### src/rtl/telemetry_pkg.sv
// Shared types and ASCII helpers for the hex telemetry framer.
package telemetry_pkg;

    typedef enum logic [2:0] {IDLE, LOAD, SEND, WAIT, DONE} state_t;
    typedef enum logic [1:0] {PH_DIGIT, PH_SEP, PH_CR, PH_LF} phase_t;

    localparam logic [7:0] ASCII_SP = 8'h20;
    localparam logic [7:0] ASCII_CR = 8'h0D;
    localparam logic [7:0] ASCII_LF = 8'h0A;

    function automatic logic [7:0] nibble_to_hex(input logic [3:0] n);
        return (n < 4'd10) ? (8'h30 + {4'h0, n}) : (8'h37 + {4'h0, n});
    endfunction

endpackage

### src/rtl/hex_telemetry_framer_if.sv
// Byte-wide transmitter handshake: framer drives data/start, transmitter reports busy.
interface hex_telemetry_framer_if;

    logic [7:0] tx_data;
    logic       tx_start;
    logic       tx_busy;

    modport master (output tx_data, output tx_start, input tx_busy);
    modport slave  (input tx_data, input tx_start, output tx_busy);

endinterface

### src/rtl/hex_byte_sequencer.sv
// Walks channel/digit/phase pointers over a frozen snapshot and presents the next ASCII byte.
module hex_byte_sequencer
    import telemetry_pkg::*;
#(
    parameter int NUM_CH   = 5,
    parameter int CH_WIDTH = 13
) (
    input  logic                       clk,
    input  logic                       rst_n,
    input  logic                       i_load,
    input  logic                       i_advance,
    input  logic [NUM_CH*CH_WIDTH-1:0] i_snapshot,
    output logic [7:0]                 o_byte,
    output logic                       o_last
);

    localparam int DIGITS = (CH_WIDTH + 3) / 4;
    localparam int PAD_W  = DIGITS * 4;
    localparam int CI_W   = (NUM_CH > 1) ? $clog2(NUM_CH) : 1;
    localparam int DI_W   = (DIGITS > 1) ? $clog2(DIGITS) : 1;
    localparam logic [CI_W-1:0] LAST_CI = CI_W'(NUM_CH - 1);
    localparam logic [DI_W-1:0] TOP_DI  = DI_W'(DIGITS - 1);

    logic [CI_W-1:0]     r_ci;
    logic [DI_W-1:0]     r_di;
    phase_t              r_phase;
    logic [CH_WIDTH-1:0] w_chan;
    logic [PAD_W-1:0]    w_padded;
    logic [3:0]          w_nib;

    always_ff @(posedge clk or negedge rst_n) begin
        if (!rst_n) begin
            r_ci    <= '0;
            r_di    <= TOP_DI;
            r_phase <= PH_DIGIT;
        end else if (i_load) begin
            r_ci    <= '0;
            r_di    <= TOP_DI;
            r_phase <= PH_DIGIT;
        end else if (i_advance) begin
            case (r_phase)
                PH_DIGIT: begin
                    if (r_di == '0)
                        r_phase <= (r_ci == LAST_CI) ? PH_CR : PH_SEP;
                    else
                        r_di <= r_di - 1'b1;
                end
                PH_SEP: begin
                    r_ci    <= r_ci + 1'b1;
                    r_di    <= TOP_DI;
                    r_phase <= PH_DIGIT;
                end
                default: r_phase <= PH_LF;
            endcase
        end
    end

    // Zero-extending the channel pads a partial top nibble with zeros.
    assign w_chan   = i_snapshot[r_ci*CH_WIDTH +: CH_WIDTH];
    assign w_padded = PAD_W'(w_chan);
    assign w_nib    = w_padded[r_di*4 +: 4];

    always_comb begin
        o_byte = nibble_to_hex(w_nib);
        case (r_phase)
            PH_SEP:  o_byte = ASCII_SP;
            PH_CR:   o_byte = ASCII_CR;
            PH_LF:   o_byte = ASCII_LF;
            default: o_byte = nibble_to_hex(w_nib);
        endcase
    end

    assign o_last = (r_phase == PH_LF);

endmodule

### src/rtl/hex_telemetry_framer.sv
// Triggers, snapshots and ships one upper-case hex ASCII line per frame over a start/busy transmitter.
module hex_telemetry_framer
    import telemetry_pkg::*;
#(
    parameter int                NUM_CH    = 5,
    parameter int                CH_WIDTH  = 13,
    parameter logic [NUM_CH-1:0] CHG_MASK  = '1,
    parameter int                HEARTBEAT = 0
) (
    input  logic                       CLK_10MHZ,
    input  logic                       nRESET,
    input  logic [NUM_CH*CH_WIDTH-1:0] ch_data,
    input  logic                       send_tick,
    input  logic                       force_send,
    hex_telemetry_framer_if.master     tx,
    output logic                       frame_active,
    output logic                       frame_done,
    output logic [NUM_CH-1:0]          changed
);

    localparam int HB_W = (HEARTBEAT > 0) ? $clog2(HEARTBEAT + 1) : 1;
    localparam logic [HB_W-1:0] HB_MAX = HB_W'(HEARTBEAT);

    state_t                     r_state;
    state_t                     w_state_nxt;
    logic [NUM_CH*CH_WIDTH-1:0] r_last_sent;
    logic [NUM_CH*CH_WIDTH-1:0] r_snapshot;
    logic                       r_force_pend;
    logic [HB_W-1:0]            r_hb_cnt;
    logic [7:0]                 r_tx_data;
    logic                       r_tx_start;
    logic                       r_lf_sent;
    logic                       w_hb_fire;
    logic                       w_trigger;
    logic                       w_enter_load;
    logic                       w_send;
    logic [7:0]                 w_byte;
    logic                       w_last;

    always_comb begin
        changed = '0;
        for (int c = 0; c < NUM_CH; c++)
            changed[c] = ch_data[c*CH_WIDTH +: CH_WIDTH] != r_last_sent[c*CH_WIDTH +: CH_WIDTH];
    end

    // force_send is folded in directly so a same-cycle tick and force still start a frame.
    assign w_hb_fire = (HEARTBEAT != 0) && (r_hb_cnt == HB_MAX);
    assign w_trigger = (|(changed & CHG_MASK)) | r_force_pend | force_send | w_hb_fire;

    // NOTE: every output of a combinational block gets a default first, so no path infers a latch.
    always_comb begin
        w_state_nxt  = r_state;
        w_enter_load = 1'b0;
        w_send       = 1'b0;
        case (r_state)
            IDLE: begin
                if (send_tick && w_trigger) begin
                    w_enter_load = 1'b1;
                    w_state_nxt  = LOAD;
                end
            end
            LOAD: w_state_nxt = SEND;
            SEND: begin
                if (!tx.tx_busy) begin
                    w_send      = 1'b1;
                    w_state_nxt = WAIT;
                end
            end
            // r_tx_start is high exactly in the first WAIT cycle, masking stale busy.
            WAIT: begin
                if (!r_tx_start && !tx.tx_busy)
                    w_state_nxt = r_lf_sent ? DONE : SEND;
            end
            DONE:    w_state_nxt = IDLE;
            default: w_state_nxt = IDLE;
        endcase
    end

    // NOTE: state registers use non-blocking assignments so all flops update from pre-edge values.
    always_ff @(posedge CLK_10MHZ or negedge nRESET) begin
        if (!nRESET) r_state <= IDLE;
        else         r_state <= w_state_nxt;
    end

    always_ff @(posedge CLK_10MHZ or negedge nRESET) begin
        if (!nRESET) begin
            r_last_sent  <= '0;
            r_snapshot   <= '0;
            r_force_pend <= 1'b0;
            r_hb_cnt     <= '0;
            r_tx_data    <= '0;
            r_tx_start   <= 1'b0;
            r_lf_sent    <= 1'b0;
        end else begin
            r_tx_start <= w_send;
            if (w_send) begin
                r_tx_data <= w_byte;
                r_lf_sent <= w_last;
            end else if (r_state == LOAD) begin
                r_lf_sent <= 1'b0;
            end
            if (r_state == LOAD)
                r_snapshot <= ch_data;
            // Commit the transmitted snapshot so mid-frame changes still trigger the next frame.
            if (r_state == DONE)
                r_last_sent <= r_snapshot;
            if (w_enter_load)
                r_force_pend <= 1'b0;
            else if (force_send)
                r_force_pend <= 1'b1;
            if (w_enter_load)
                r_hb_cnt <= '0;
            else if (r_state == IDLE && send_tick && r_hb_cnt != HB_MAX)
                r_hb_cnt <= r_hb_cnt + 1'b1;
        end
    end

    hex_byte_sequencer #(
        .NUM_CH   (NUM_CH),
        .CH_WIDTH (CH_WIDTH)
    ) u_seq (
        .clk        (CLK_10MHZ),
        .rst_n      (nRESET),
        .i_load     (r_state == LOAD),
        .i_advance  (w_send),
        .i_snapshot (r_snapshot),
        .o_byte     (w_byte),
        .o_last     (w_last)
    );

    assign tx.tx_data   = r_tx_data;
    assign tx.tx_start  = r_tx_start;
    assign frame_active = (r_state != IDLE);
    assign frame_done   = (r_state == DONE);

endmodule

### src/flat_wrapper.sv
// flat-port wrapper written by rule: the top's interface ports become plain ports
module hex_telemetry_framer_flat import telemetry_pkg::*;
#(
    parameter int                NUM_CH    = 5,
    parameter int                CH_WIDTH  = 13,
    parameter logic [NUM_CH-1:0] CHG_MASK  = '1,
    parameter int                HEARTBEAT = 0
)
  (CLK_10MHZ, nRESET, ch_data, send_tick, force_send, frame_active, frame_done, changed, tx_tx_data, tx_tx_start, tx_tx_busy);
  hex_telemetry_framer_if tx_i ();
  input  logic CLK_10MHZ;
  input  logic nRESET;
  input  logic [NUM_CH*CH_WIDTH-1:0] ch_data;
  input  logic send_tick;
  input  logic force_send;
  output logic frame_active;
  output logic frame_done;
  output logic [NUM_CH-1:0] changed;
  output wire logic [$bits(tx_i.tx_data)-1:0] tx_tx_data;
  output wire logic [$bits(tx_i.tx_start)-1:0] tx_tx_start;
  input wire logic [$bits(tx_i.tx_busy)-1:0] tx_tx_busy;
  assign tx_tx_data = tx_i.tx_data;
  assign tx_tx_start = tx_i.tx_start;
  assign tx_i.tx_busy = tx_tx_busy;
  hex_telemetry_framer #(.NUM_CH(NUM_CH), .CH_WIDTH(CH_WIDTH), .CHG_MASK(CHG_MASK), .HEARTBEAT(HEARTBEAT)) u_core (.CLK_10MHZ(CLK_10MHZ), .nRESET(nRESET), .ch_data(ch_data), .send_tick(send_tick), .force_send(force_send), .tx(tx_i), .frame_active(frame_active), .frame_done(frame_done), .changed(changed));
endmodule
### config.mk
export PLATFORM = sky130hd
export DESIGN_NAME = hex_telemetry_framer_flat
export DESIGN_NICKNAME = d
export VERILOG_FILES = /design/src/rtl/telemetry_pkg.sv /design/src/rtl/hex_telemetry_framer_if.sv /design/src/rtl/hex_byte_sequencer.sv /design/src/rtl/hex_telemetry_framer.sv /design/src/flat_wrapper.sv
export SDC_FILE = /design/constraint.sdc
export NUM_CORES = 1
export LEC_CHECK = 0
export BUFFER_PORTS_ARGS = -buffer_cell sky130_fd_sc_hd__clkbuf_2
export CORE_AREA = 5 5 133 135
export CTS_CLUSTER_SIZE = 40
export DETAILED_ROUTE_END_ITERATION = 7
export DIE_AREA = 0 0 138 140
export GPL_ROUTABILITY_DRIVEN = 0
export HOLD_SLACK_MARGIN = 0.1
export SLEW_MARGIN = 10
export SYNTH_ARGS = -nofsm -noshare
export SYNTH_HDL_FRONTEND = slang
export SYNTH_SLANG_ARGS = --single-unit
export TNS_END_PERCENT = 1
### constraint.sdc
create_clock -name CLK_10MHZ -period 6.59 [get_ports CLK_10MHZ]
set_input_delay 0.9885 -clock CLK_10MHZ [delete_from_list [all_inputs] [get_ports CLK_10MHZ]]
set_output_delay 0.9885 -clock CLK_10MHZ [all_outputs]
set_load 0.1 [all_outputs]
# Word level (Yosys, flattened, before mapping)
# Cells that the tools add are included.
[totals]
register_bits = 151
in_bits = 70
out_inout_bits = 16
elab_cells = 82
[op_classes]
n_addsub = 4
mul = 1
n_lt_le_gt_ge = 1
eq_ne = 18
shift = 2
n_mux = 27
n_bitwise = 2
reduce_logical = 17
[ops]
columns = ["cell", "n"]
rows = [
  ["inequality test 13 bit", 5],
  ["indexed part select 65 x 8 -> 13 bit", 1],
  ["two-way mux 3 bit", 7],
  ["one-hot mux 7 bit (3 select lines)", 1],
  ["indexed part select 16 x 5 -> 4 bit", 1],
  ["adder 6 x 4 -> 7 bit (first input constant)", 2],
  ["two-way mux 2 bit", 7],
  ["one-hot mux 3 bit (4 select lines)", 1],
  ["two-way mux 1 bit", 8],
  ["one-hot mux 2 bit (2 select lines)", 2],
  ["multiplier 3 x 4 -> 7 bit (second input constant)", 1],
  ["two-way mux 7 bit", 1],
  ["== test 3 x 2 -> 1 bit (second input constant)", 2],
  ["== test 3 bit (second input constant)", 2],
  ["inequality test 3 bit (second input constant)", 2],
  ["AND reduction 3 bit", 2],
  ["nonzero test 2 bit", 3],
  ["nonzero test 3 bit", 2],
  ["OR reduction 5 bit", 1],
  ["== test 2 bit (second input constant)", 2],
  ["logical NOT 2 bit", 2],
  ["< comparator 4 bit (second input constant)", 1],
  ["inequality test 2 x 1 -> 1 bit (second input constant)", 2],
  ["AND reduction 2 bit", 2],
  ["9 further kinds", 12],
]

# Logic depth before layout (Yosys ltp)
[logic_depth]
word_depth = 8
ltp_mapped = 10
mapped_depth_nobuf = 8

# Modules after synthesis
# Synthesis repeated with hierarchy kept, for this count alone.
[unflattened]
hier_cells = 541
hier_area_um2 = 7328.3
[modules_own_cells]
columns = ["mod", "instances", "cells_each", "area_per_inst_um2", "seq_area_each_um2"]
rows = [
  ["hex_telemetry_framer", 1, 405, 6109.6, 3603.5],
  ["hex_byte_sequencer", 1, 136, 1218.7, 177.7],
]

# Worst setup path before layout
# Ideal clock, no wire load.
[synth_timing]
kind = "input to output"
startpoint = "input port ch_data[13]"
endpoint = "output port changed[1]"
arrival_time_ns = 2.331
required_time_ns = 5.602
path_slack_ns = 3.270
cell_stages = 3
path_buffers = 0
path_cell_list = "xor2_1 -> nor4_1 -> nand4_1"
[synth_between]
elab_chain_cells = 1
[synth_lines]
columns = ["item", "line", "source"]
rows = [
  ["from (decl)", "flat_wrapper.sv:13", "input logic [NUM_CH*CH_WIDTH-1:0] ch_data;"],
  ["inequality test 13 bit", "hex_telemetry_framer.sv:43", "changed[c] = ch_data[c*CH_WIDTH +: CH_WIDTH] != r_last_sent[c*CH_WIDTH +: CH_WIDTH];"],
  ["to (decl)", "flat_wrapper.sv:18", "output logic [NUM_CH-1:0] changed;"],
]
# No other way between the ends.

# Worst setup path in the final report
[layout_timing]
startpoint = "input port ch_data[49]"
endpoint = "output port changed[3]"
# The elaborated chain is that of the path after synthesis.

==> impl_metrics.tcl <==
set metrics [dict create \
    outcome "finished, final reports clean" \
    ir_worst_vdd_mv 0.262 \
    h-tree-depth 4 \
    hold_class "reg -> reg" \
    fp.coreArea_um2 16300 \
    syn-cell-area_um2 7160 \
    post-place-ws_ns 3.23 \
    rows 47 \
    fmax_ghz 0.293 \
    slowest_stage "nor4_1" \
    cp_data_arrival_time_ns 2.42 \
    post-route-util_pct 51.2 \
    drt_wl_total_um 17100 \
    antenna_found_initial 0 \
    synth_common_cells "213 x nand2_1, 148 x dfrtp_1, 69 x mux2_2" \
    vias 5041 \
    critical_path.top_delay_family "simple AND/OR/NAND/NOR gates" \
    crit_required_ns 5.60 \
    drv_cap 0 \
    globalRouteTotalUtil_pct 18.2 \
    synth_fp_nets 738 \
    leakage_nw 4.03 \
    tightest_slew_ns 0.814 \
    grt_pass1_wl_um 28000 \
    cts_buffers 17 \
    cts_tree "yes" \
    cp_num_buf_inv 2 \
    reg2regPathDepth 6 \
    drt_iter0_markers 300 \
    drt_first_pass_iters 4 \
    portBuffers 84 \
    start_kind "input pin" \
    synth_async_sr_flop_share_pct 100 \
    synthTopCellsByArea "dfrtp_1 52%, nand2_1 11%, mux2_2 11%" \
    yosysTopAreaCell "dfrtp_1" \
    crit_chain "clkbuf_2 -> xnor2_1 -> nand4_1 -> nor4_1 -> nand2_1 -> clkbuf_2" \
    via_per_inst 5.18 \
    finalCritPeriodShare_pct 51.7 \
    postSynthAreaPerCell_um2 10.8 \
    reg2reg_slack_ns 3.93 \
    synth_edf_count 0 \
    crit_path_frequent_cell "clkbuf_2" \
    cts_resized 0 \
    start_util_pct 43.8 \
    fin_nets 814 \
    setup_viol 0 \
    slew_headroom_pct 45.7 \
    whs_path_depth 2 \
    cts_hold_buf 0 \
    finalHoldViolations 0 \
    rsz0062_at_grt "no" \
    path_clk_slew_ns 0.06 \
    critPathKind "in -> out" \
    whs_endpoint "u_core.tx.tx_data[3]" \
    areaGrowthSynthToFinish_pct 16.8 \
    fin_skew_ns 0.0146 \
    wl_per_cell_um 17.5 \
    final.setup.tns_ns 0 \
    yosysMostFrequentCell "nand2_1" \
    clkSinkCount 150 \
    cts-root-buf "clkbuf_16" \
    drive_gt1_share_pct 27.5 \
    grt_pass1_vias 5280 \
    ant_nets 0 \
    die_h_um 140 \
    grt_max_degree 91 \
    cts.path.max_buffers 2 \
    rr_endpoint "u_core.tx.tx_data[1]" \
    post_cts_buffers 0 \
    hp-start "u_core.tx.tx_data[3]" \
    yosysSeqAreaShare_pct 52.4 \
    yosys_warnings 0 \
    fillers 1514 \
    grt_overflow 0 \
    die-area_um2 19300 \
    worstPathMaxFanout 2 \
    yosysUniqueCellTypes 52 \
    postSynthCellCount 664 \
    cp-end-kind "output pin" \
    max_stage_delay_ns 0.45 \
    synth_seq_cells 150 \
    synth_ff_type "dfrtp_1" \
    final_max_slew_viol_count 0 \
    finalCriticalPeriod_ns 3.41 \
    die_x_um 138 \
    p_total_mw 3.52 \
    clk_latency_ns 0.43 \
    antenna_cells 0 \
    io_pins 86 \
    fin_ws_ns 3.18 \
    cellPowerDensity_nw_per_um2 421 \
    reg2reg_from "u_core.u_seq.r_di[0]" \
    yosysTopAreaCellShare_pct 51.7 \
    dpl.hpwl_um 11900 \
    drc 0 \
]
[state kept, by name, summed over array words and instances, names as in the netlist]
register              cells
u_core.u_seq.r_phase      2
u_core.r_lf_sent          1
u_core.r_snapshot        65
u_core.u_seq.r_ci         3
u_core.r_state            3
u_core.r_force_pend       1
u_core.tx.tx_start        1
u_core.tx.tx_data         7
u_core.u_seq.r_di         2
u_core.r_last_sent       65
[metrics by stage]
stage / std cells / instance area [um2] / hold WS, ns
after floorplan: 664 / 7160 / 0.454
after global placement: 941 / 7740 / 0.472
after detailed placement: 941 / 7740 / 0.481
after CTS: 973 / 8360 / 0.494
after global routing: 973 / 8360 / 0.502
final: 973 / 8360 / 0.494
[per-layer routing]
layer | global-route usage [%] | wire, um
met1 | 24.5 | 7770
met4 | 4.84 | 174
met3 | 4.74 | 848
met2 | 29.5 | 8270
met5 | 0 | 0
[how the worst max path moves through the flow]
stage               cells past startpoint    endpoint  slack [ns]        start
finish                                  6  changed[3]        3.18  ch_data[49]
global route                            6  changed[3]        3.12  ch_data[49]
floorplan                               3  changed[1]        3.27  ch_data[13]
global placement                        6  changed[3]        3.28  ch_data[49]
detailed placement                      6  changed[3]        3.23  ch_data[49]
CTS                                     6  changed[3]        3.17  ch_data[49]
[worst register-to-register path: stages (launching register included)]
cell	delay, ns
dfstp_2	0.90
mux4_2	0.63
a32oi_1	0.18
o221a_1	0.28
ha_1	0.25
a211oi_1	0.24
a211o_1	0.14
[layout make-up]
cell class | instances | area [um2] | area share, %
repair buffers | 88 | 457 | 5.46
inverters | 9 | 33.8 | 0.404
clock buffers | 24 | 482 | 5.76
multi-input cells | 474 | 3210 | 38.4
well taps | 220 | 275 | 3.29
clock inverters | 8 | 145 | 1.74
flip-flops and latches | 150 | 3760 | 44.9
[cells in the final DEF, fill, tap and decap left out, drive strengths merged, types with 8 or more instances in the layout]
master / n
a21oi: 9
clkbuf: 107
dfrtp: 148
inv: 9
mux2: 69
mux2i: 9
mux4: 10
nand2: 213
nand3: 8
nand4: 14
nor2: 15
xnor2: 39
xor2: 29
[cells by family (layout without fill, tap and decap cells)]
kind of cell,after synthesis,after routing,synth area share [%]
AO/OA/AOI/OAI,38,38,4.14
XOR/XNOR,68,68,8.32
adder cells (fa/ha/maj),4,4,0.699
buffers and inverters,40,129,2.74
flip-flops,150,150,52.4
multiplexers,88,88,15.4
other,1,1,0.0524
AND/OR/NAND/NOR,275,275,16.2
[power by group]
| part | total [mW] | internal [mW] | switching, mW |
|---|---|---|---|
| Clock | 1.02 | 0.662 | 0.362 |
| Sequential | 1.46 | 1.17 | 0.285 |
| Combinational | 1.04 | 0.421 | 0.619 |
No activity file was read; power rests on OpenSTA's default activity.
